==> src/rtl/ysyx_22040210_mul_ctrl_if.sv <==
// EXU request/response and multiplier handshake bundle
// for the MDU multiply sequencer.
interface ysyx_22040210_mul_ctrl_if;
  logic        req_valid;
  logic        req_ready;
  logic [2:0]  op;
  logic [63:0] src1;
  logic [63:0] src2;
  logic        flush;
  logic        resp_valid;
  logic        resp_ready;
  logic [63:0] resp_data;
  logic        err;
  logic        mul_start;
  logic [63:0] mul_a;
  logic [63:0] mul_b;
  logic        mul_ack;
  logic        mul_busy;
  logic        mul_valid;
  logic [63:0] mul_hi;
  logic [63:0] mul_lo;

  modport master (
    output req_valid, op, src1, src2, flush, resp_ready,
    output mul_busy, mul_valid, mul_hi, mul_lo,
    input  req_ready, resp_valid, resp_data, err,
    input  mul_start, mul_a, mul_b, mul_ack
  );

  modport slave (
    input  req_valid, op, src1, src2, flush, resp_ready,
    input  mul_busy, mul_valid, mul_hi, mul_lo,
    output req_ready, resp_valid, resp_data, err,
    output mul_start, mul_a, mul_b, mul_ack
  );
endinterface

==> src/rtl/ysyx_22040210_mul_ctrl.sv <==
// RV64M multiply sequencer: sign handling around an
// unsigned 64x64 multiplier, one op in flight.
module ysyx_22040210_mul_ctrl #(
  parameter int unsigned TIMEOUT = 15
) (
  input logic clk,
  input logic rst,
  ysyx_22040210_mul_ctrl_if.slave bus
);

  typedef enum logic [2:0] {
    IDLE,
    START,
    WAIT,
    DRAIN,
    RESP
  } state_t;

  typedef enum logic [2:0] {
    OP_MUL    = 3'd0,
    OP_MULH   = 3'd1,
    OP_MULHSU = 3'd2,
    OP_MULHU  = 3'd3,
    OP_MULW   = 3'd4
  } op_t;

  localparam logic [7:0] TO = 8'(TIMEOUT);

  state_t      state;
  op_t         op_q;
  op_t         op_d;
  logic        neg_q;
  logic        neg_d;
  logic [7:0]  cnt;
  logic [63:0] a_q;
  logic [63:0] b_q;
  logic [63:0] a_d;
  logic [63:0] b_d;
  logic [63:0] data_q;
  logic        vld_q;
  logic        sa;
  logic        sb;
  logic        neg_a;
  logic        neg_b;
  logic [127:0] prod;
  logic [127:0] sprod;
  logic [63:0]  res;
  logic        in_wait;
  logic        in_drain;
  logic        wd;
  logic        abort;
  logic        req_rdy;

  always_comb begin
    op_d = OP_MUL;
    unique case (1'b1)
      bus.op == 3'b001: op_d = OP_MULH;
      bus.op == 3'b010: op_d = OP_MULHSU;
      bus.op == 3'b011: op_d = OP_MULHU;
      bus.op == 3'b100: op_d = OP_MULW;
      default:          op_d = OP_MUL;
    endcase
  end

  always_comb begin
    sa    = (op_d == OP_MULH) | (op_d == OP_MULHSU);
    sb    = (op_d == OP_MULH);
    neg_a = sa & bus.src1[63];
    neg_b = sb & bus.src2[63];
    neg_d = neg_a ^ neg_b;
    a_d   = neg_a ? -bus.src1 : bus.src1;
    b_d   = neg_b ? -bus.src2 : bus.src2;
    if (op_d == OP_MULW) begin
      a_d = {32'b0, bus.src1[31:0]};
      b_d = {32'b0, bus.src2[31:0]};
    end
  end

  // Re-apply the sign on the full 128-bit product
  always_comb begin
    prod  = {bus.mul_hi, bus.mul_lo};
    sprod = neg_q ? -prod : prod;
    unique case (op_q)
      OP_MULW:   res = {{32{sprod[31]}}, sprod[31:0]};
      OP_MULH,
      OP_MULHSU,
      OP_MULHU:  res = sprod[127:64];
      default:   res = sprod[63:0];
    endcase
  end

  assign in_wait  = (state == WAIT);
  assign in_drain = (state == DRAIN);
  assign wd       = (cnt == TO);
  // A result arriving on the last watchdog cycle still wins
  assign abort    = ((in_wait & ~bus.flush) | in_drain)
                  & ~bus.mul_valid & wd;
  assign req_rdy  = (state == IDLE) & ~bus.flush;

  assign bus.req_ready  = req_rdy;
  assign bus.mul_start  = (state == START) & ~bus.flush
                        & ~bus.mul_busy;
  assign bus.mul_ack    = ((in_wait | in_drain) & bus.mul_valid)
                        | abort;
  assign bus.err        = abort;
  assign bus.mul_a      = a_q;
  assign bus.mul_b      = b_q;
  assign bus.resp_valid = vld_q;
  assign bus.resp_data  = data_q;

  always_ff @(posedge clk or negedge rst) begin
    if (!rst) begin
      state  <= IDLE;
      op_q   <= OP_MUL;
      neg_q  <= 1'b0;
      cnt    <= 8'd0;
      a_q    <= 64'd0;
      b_q    <= 64'd0;
      data_q <= 64'd0;
      vld_q  <= 1'b0;
    end else begin
      unique case (state)
        IDLE: begin
          if (bus.req_valid & req_rdy) begin
            a_q   <= a_d;
            b_q   <= b_d;
            neg_q <= neg_d;
            op_q  <= op_d;
            state <= START;
          end
        end
        START: begin
          if (bus.flush) begin
            state <= IDLE;
          end else if (!bus.mul_busy) begin
            cnt   <= 8'd0;
            state <= WAIT;
          end
        end
        WAIT: begin
          if (bus.mul_valid) begin
            if (bus.flush) begin
              state <= IDLE;
            end else begin
              data_q <= res;
              vld_q  <= 1'b1;
              state  <= RESP;
            end
          end else if (bus.flush) begin
            cnt   <= 8'd0;
            state <= DRAIN;
          end else if (wd) begin
            state <= IDLE;
          end else begin
            cnt <= cnt + 8'd1;
          end
        end
        DRAIN: begin
          if (bus.mul_valid | wd) begin
            state <= IDLE;
          end else begin
            cnt <= cnt + 8'd1;
          end
        end
        RESP: begin
          if (bus.flush | bus.resp_ready) begin
            vld_q <= 1'b0;
            state <= IDLE;
          end
        end
        default: state <= IDLE;
      endcase
    end
  end

endmodule

==> src/flat_wrapper.sv <==
// flat-port wrapper written by rule: the top's interface ports become plain ports
module ysyx_22040210_mul_ctrl_flat 
#(
  parameter int unsigned TIMEOUT = 15
)
  (clk, rst, bus_req_valid, bus_op, bus_src1, bus_src2, bus_flush, bus_resp_ready, bus_mul_busy, bus_mul_valid, bus_mul_hi, bus_mul_lo, bus_req_ready, bus_resp_valid, bus_resp_data, bus_err, bus_mul_start, bus_mul_a, bus_mul_b, bus_mul_ack);
  ysyx_22040210_mul_ctrl_if bus_i ();
  input logic clk;
  input logic rst;
  input wire logic [$bits(bus_i.req_valid)-1:0] bus_req_valid;
  input wire logic [$bits(bus_i.op)-1:0] bus_op;
  input wire logic [$bits(bus_i.src1)-1:0] bus_src1;
  input wire logic [$bits(bus_i.src2)-1:0] bus_src2;
  input wire logic [$bits(bus_i.flush)-1:0] bus_flush;
  input wire logic [$bits(bus_i.resp_ready)-1:0] bus_resp_ready;
  input wire logic [$bits(bus_i.mul_busy)-1:0] bus_mul_busy;
  input wire logic [$bits(bus_i.mul_valid)-1:0] bus_mul_valid;
  input wire logic [$bits(bus_i.mul_hi)-1:0] bus_mul_hi;
  input wire logic [$bits(bus_i.mul_lo)-1:0] bus_mul_lo;
  output wire logic [$bits(bus_i.req_ready)-1:0] bus_req_ready;
  output wire logic [$bits(bus_i.resp_valid)-1:0] bus_resp_valid;
  output wire logic [$bits(bus_i.resp_data)-1:0] bus_resp_data;
  output wire logic [$bits(bus_i.err)-1:0] bus_err;
  output wire logic [$bits(bus_i.mul_start)-1:0] bus_mul_start;
  output wire logic [$bits(bus_i.mul_a)-1:0] bus_mul_a;
  output wire logic [$bits(bus_i.mul_b)-1:0] bus_mul_b;
  output wire logic [$bits(bus_i.mul_ack)-1:0] bus_mul_ack;
  assign bus_i.req_valid = bus_req_valid;
  assign bus_i.op = bus_op;
  assign bus_i.src1 = bus_src1;
  assign bus_i.src2 = bus_src2;
  assign bus_i.flush = bus_flush;
  assign bus_i.resp_ready = bus_resp_ready;
  assign bus_i.mul_busy = bus_mul_busy;
  assign bus_i.mul_valid = bus_mul_valid;
  assign bus_i.mul_hi = bus_mul_hi;
  assign bus_i.mul_lo = bus_mul_lo;
  assign bus_req_ready = bus_i.req_ready;
  assign bus_resp_valid = bus_i.resp_valid;
  assign bus_resp_data = bus_i.resp_data;
  assign bus_err = bus_i.err;
  assign bus_mul_start = bus_i.mul_start;
  assign bus_mul_a = bus_i.mul_a;
  assign bus_mul_b = bus_i.mul_b;
  assign bus_mul_ack = bus_i.mul_ack;
  ysyx_22040210_mul_ctrl #(.TIMEOUT(TIMEOUT)) u_core (.clk(clk), .rst(rst), .bus(bus_i));
endmodule
==> config.mk <==
export PLATFORM = sky130hd
export DESIGN_NAME = ysyx_22040210_mul_ctrl_flat
export DESIGN_NICKNAME = d
export VERILOG_FILES = /design/src/rtl/ysyx_22040210_mul_ctrl_if.sv /design/src/rtl/ysyx_22040210_mul_ctrl.sv /design/src/flat_wrapper.sv
export SDC_FILE = /design/constraint.sdc
export NUM_CORES = 1
export LEC_CHECK = 0
export CAP_MARGIN = 30
export CELL_PAD_IN_SITES_DETAIL_PLACEMENT = 2
export CELL_PAD_IN_SITES_GLOBAL_PLACEMENT = 2
export CORE_MARGIN = 2
export CORE_UTILIZATION = 24
export DETAILED_ROUTE_END_ITERATION = 12
export GPL_TIMING_DRIVEN = 0
export HOLD_SLACK_MARGIN = 0.12
export PLACE_DENSITY = 0.88
export SLEW_MARGIN = 20
export SYNTH_ARGS = -nofsm -noshare
export SYNTH_HDL_FRONTEND = slang
export SYNTH_SLANG_ARGS = --single-unit
==> constraint.sdc <==
create_clock -name clk -period 1.86 [get_ports clk]
set_input_delay 0.372 -clock clk [delete_from_list [all_inputs] [get_ports clk]]
set_output_delay 0.372 -clock clk [all_outputs]
set_load 0.03 [all_outputs]
After elaboration in Yosys (flattened, before gate mapping):

Index checks and enable logic that the tools add are counted.

* equal/unequal tests: 28
* reduce and logical (&&, ||, !) cells: 9
* add/sub/neg operators: 4
* mux-type cells: 28
* bitwise logic cells: 20

Operators by type and width (number)
* two-way mux 64 bit: 4
* two-way mux 128 bit: 1
* negation 128 bit: 1
* negation 64 bit: 2
* one-hot mux 64 bit (2 select lines): 1
* two-way mux 8 bit: 6
* two-way mux 3 bit: 9
* one-hot mux 8 bit (3 select lines): 1
* == test 3 x 2 -> 1 bit, second input constant: 7
* != test 2 bit, second input constant: 8
* one-hot mux 3 bit (5 select lines): 1
* == test 3 x 1 -> 1 bit, second input constant: 4
* == test 3 bit, second input constant: 4
* one-hot mux 3 bit (4 select lines): 1
* AND 1 bit: 10
* adder 8 x 1 -> 8 bit, second input constant: 1
* == test 8 x 4 -> 1 bit, second input constant: 1
* != test 3 bit, second input constant: 2
* OR 1 bit: 6
* AND reduction 6 bit: 1
* AND reduction 5 bit: 1
* != test 4 bit, second input constant: 1
* AND reduction 4 bit: 1
* zero test 3 bit: 1
* 10 further kinds: 14

* word-level logic and storage cells: 97
* register bits after elaboration: 208

Longest topological paths before layout:

* word-level depth: 7
* depth in mapped cells: 10

Least setup slack after synthesis:

No wires, ideal clock.

* path kind: input-to-reg
* start: in bus_mul_lo[11]
* end: reg u_core.data_q[21] (netlist: u_core.bus.resp_data[21])
* slack: -1.225 ns
* stages: 10
* arrival time: 2.957 ns
* library setup time: 0.128 ns
* cell sequence: or4_1 > buf_2 > or4_1 > buf_2 > or4_4 > buf_6 > nor4_1 > nor2_1 > a31oi_1 > nand3_1

* cells in the longest elaborated chain, start to end: 3

Ends and longest elaborated chain
* start: declaration: line flat_wrapper.sv:19 `input wire logic [$bits(bus_i.mul_lo)-1:0] bus_mul_lo;`
* negation 128 bit: line ysyx_22040210_mul_ctrl.sv:82 `sprod = neg_q ? -prod : prod;`
* two-way mux 128 bit: line ysyx_22040210_mul_ctrl.sv:82
* one-hot mux 64 bit (2 select lines): line ysyx_22040210_mul_ctrl.sv:83 `unique case (op_q)`
* end signal: assignment: line ysyx_22040210_mul_ctrl.sv:145 `data_q <= res;`
* end: declaration: line ysyx_22040210_mul_ctrl.sv:39 `logic [63:0] data_q;`

Every way passes these cells.
A chain may end at the register's enable or synchronous reset.

Final worst setup path:

* start: in bus_mul_lo[39]
* end: reg u_core.data_q[53] (netlist: u_core.bus.resp_data[53])

Same word-level chain as after synthesis.

==> results.cfg <==
[run_status]
outcome = complete, but fails checks
violations = setup timing

[synth]
yosysTopAreaCellShare = 0.351
synth_nets = 2119
ys.flop_type = dfrtp_1
async_flop_share = 1.00
yosysTopAreaCell = dfrtp_1
postSynthCellCount = 1849
syn-cell-area_um2 = 14800
synth.most_common_cell = nand2_1
syn_area_per_cell_um2 = 8.03
yosysWarnings = 0
ys_seq_elements = 208
synth_area_leaders = dfrtp_1 (35%), xnor2_1 (7.4%), o21ai_0 (7.1%), nand2_1 (5.8%), xor2_1 (5.1%)
ys_seq_area_frac = 0.351
synth_cell_types = 71
synth_edf_count = 0
ys_top_cells_by_count = nand2_1 (229), o21ai_0 (210), dfrtp_1 (208)

[clocking]
clockBufferDepth = 3
cts_htree_levels = 1
clk_latency_ns = 0.62
numCtsBuffers = 28
clk_pin_slew_ns = 0.06
clkSinkCount = 208
root_buffer = clkbuf_16
cts_tree = yes

[global_route]
antenna_found_initial = 4
grt_most_used_layer = met2
grt_use_total = 0.296
grt_pass1_vias = 21300
overflow = 0
grt_pass1_wl_mm = 142
use_met1 = 0.324
met3_usage = 0.0612
grt_max_degree = 86
grt_use_met2 = 0.536

[floorplanning]
dieArea_um2 = 63900
num_rows = 91
fp.dieW_um = 253
start_util = 0.241
core-area_um2 = 61500
io_pins = 463
die_h_um = 253

[sta]
fmax_mhz = 362
worst_slew_pin_slew_ns = 1.05
period_needed_ns = 2.76
rsz0062_at_grt = true
clock_skew_ns = 0.0316
timing.final.crit_share = 1.48
slew_headroom = 0.302
final_max_slew_viol_count = 0
hold_violations = 0
finalWorstSetupSlack_ns = -0.902
setup_viol = 401

[setup_path]
reg2reg_slack_ns = -0.60
cp.arrival_ns = 3.23
worstReg2RegStart = u_core.op_q[1]$_DFFE_PN0P_
r2r.worst_path.cells = 9
cp.required_ns = 2.33
cp-end-kind = register
r2r-end = u_core.bus.resp_data[1]$_DFFE_PN0P_
critPathMaxFanout = 6
crit_type = in2reg
cp-start-kind = input pin

[min_path]
hp-start = bus_src2[22]
hold_class = in2reg
worstHoldEndpoint = u_core.bus.mul_b[22]$_DFFE_PN0P_
holdPathStages = 3

[cells_and_area]
nets = 2808
n_fill_cell = 6457
fin_cells = 3353
area.growth.synth_to_final_pct = 79.4
drive_above_1_share = 0.310

[detailed_routing]
drtPass1Iterations = 5
wl_per_cell_um = 32.6
antenna_left = 0
drt_iter0_markers = 1359
vias = 19800
wirelength_mm = 109
avgViaCountPerCell = 5.91
post-route-drc-count = 0

[power_and_ir_drop]
vdd.ir_drop.worst_v = 0.000840
netSwitchingPower_mw = 18.1
p_seq_frac = 0.235
power_density_nw_per_um2 = 1350
swShare = 0.504
intPower_mw = 17.8
combinationalPowerShare = 0.598
p_leak_nw = 10.8
clkPwrFrac = 0.166

[place]
port_buffers = 459
dp.cells = 3106
dpl.hpwl_mm = 71.1
gp_congestion = 0.958
post-place-ws_ns = -2.91

[job]
maxCapViolations = 0
-- worst max path at each step --
stage                              start                                   end  slack (ns)
after floorplan           bus_mul_lo[11]  u_core.bus.resp_data[55]$_DFFE_PN0P_       -1.18
after global placement               rst      u_core.bus.mul_a[51]$_DFFE_PN0P_       -9.54
after detailed placement   bus_mul_lo[1]  u_core.bus.resp_data[34]$_DFFE_PN0P_       -2.91
after CTS                  bus_mul_lo[8]  u_core.bus.resp_data[53]$_DFFE_PN0P_       -0.89
after global routing      bus_mul_lo[39]  u_core.bus.resp_data[53]$_DFFE_PN0P_       -0.94
final                     bus_mul_lo[39]  u_core.bus.resp_data[53]$_DFFE_PN0P_       -0.90
-- state kept, by name, summed over array words and instances (netlist names) --
signal and count:
u_core.bus.mul_a 64, u_core.bus.mul_b 64, u_core.bus.resp_data 64, u_core.bus.resp_valid 1, u_core.cnt 8, u_core.neg_q 1, u_core.op_q 3, u_core.state 3
-- metal layers --
layer,wire [µm],vias to the layer above
met4,7310,0
li1,-,8228
met3,7670,407
met5,0,-
met1,38900,10100
met2,55600,1065
-- layout make-up --
type                    count  area (µm²)  share of cell area
diodes                      4        10.0            0.000376
clock buffers              38         788              0.0296
clock inverters            13         174             0.00653
inverters                  21         111             0.00418
well taps                 790         988              0.0371
plain buffers              96         726              0.0272
multi-input cells        1512       12100               0.456
flip-flops and latches    208        5210               0.195
repair buffers            671        6500               0.244
-- cell usage in the layout (no fill, tap or decap), types with 14 or more instances in the layout --
master           synthesis  routed
nor4_4                   1      38
clkbuf_2                 0      56
o211ai_1                15      15
nor4_1                  55      15
clkbuf_1                97      25
or4_4                    1      42
buf_4                    0     165
nor3_4                   0      18
o31ai_4                  2      20
xnor2_1                126     110
a21oi_1                 84      53
clkbuf_16                0      32
nand4b_1                16      16
xnor2_2                  0      15
xor2_1                  86      84
inv_1                   21      16
dlygate4sd2_1            0      19
or3_1                   43      20
nor3_1                  77      43
or4_1                   59      18
nand2b_1                20      16
dlymetal6s2s_1           0      66
o21ai_0                210      97
o31ai_1                 39      18
buf_6                    1      55
buf_2                    4      27
o41ai_4                  0      17
o21ai_2                  0      15
a21oi_2                  0      25
nand3_1                 27      16
nand4_1                 28      28
nor2_1                 174     154
dfrtp_1                208     206
a31oi_1                 29      22
o21ai_1                  6      97
clkdlybuf4s50_1          0     297
nor3_2                   0      16
buf_12                   0      14
nand2_1                229     217
or3_4                    1      24
-- metrics by stage --
| step | hold WS [ns] | utilization | power [mW] | setup TNS (ns) | instance area, µm² |
|---|---|---|---|---|---|
| finish | 0.0915 | 0.433 | 35.9 | -135.29 | 26600 |
| floorplan | 0.0764 | - | 17.7 | -101.20 | 15700 |
| detailed placement | 0.354 | 0.348 | 26.9 | -321.84 | 21400 |
| CTS | 0.160 | 0.395 | 33.8 | -141.27 | 24300 |
| global placement | 0.459 | 0.346 | 26.3 | -2294.73 | 21300 |
| global route | 0.121 | 0.433 | 37.1 | -150.87 | 26600 |
-- worst max-delay path: stages --
cell,delay (ns)
buf_8,0.10
or4_4,0.55
buf_6,0.14
or4_4,0.59
or4_4,0.62
buf_12,0.19
o31ai_4,0.20
xnor2_2,0.11
a221oi_2,0.30
nor2_1,0.06
-- kinds of logic after synthesis --
| group | share of synthesized area |
|---|---|
| AO/OA/AOI/OAI | 0.211 |
| buffers and inverters | 0.0335 |
| adder cells (fa/ha/maj) | 0.00337 |
| AND/OR/NAND/NOR | 0.268 |
| multiplexers | 0.00876 |
| XOR/XNOR | 0.125 |
| flip-flops | 0.351 |
-- power by group through the flow --
stage / clock [mW] / sequential [mW] / combinational (mW)
after floorplan: 0 / 11.8 / 5.84
after global placement: 0 / 8.15 / 18.1
final: 5.98 / 8.46 / 21.5
after CTS: 5.97 / 8.25 / 19.6
after detailed placement: 0 / 8.25 / 18.7
after global routing: 6.20 / 8.61 / 22.3
-- what timing repair did --
| action | in CTS | in global routing |
|---|---|---|
| hold endpoints to repair | 54 | 6 |
| endpoints found under the setup margin | 402 | 404 |
| hold buffers | 1 | 6 |
| gates resized for setup | 507 | 591 |
| cloned | 3 | 2 |
| pin swaps | 108 | 185 |
| buffers inserted | 79 | 115 |
(Power assumes the default switching activity.)
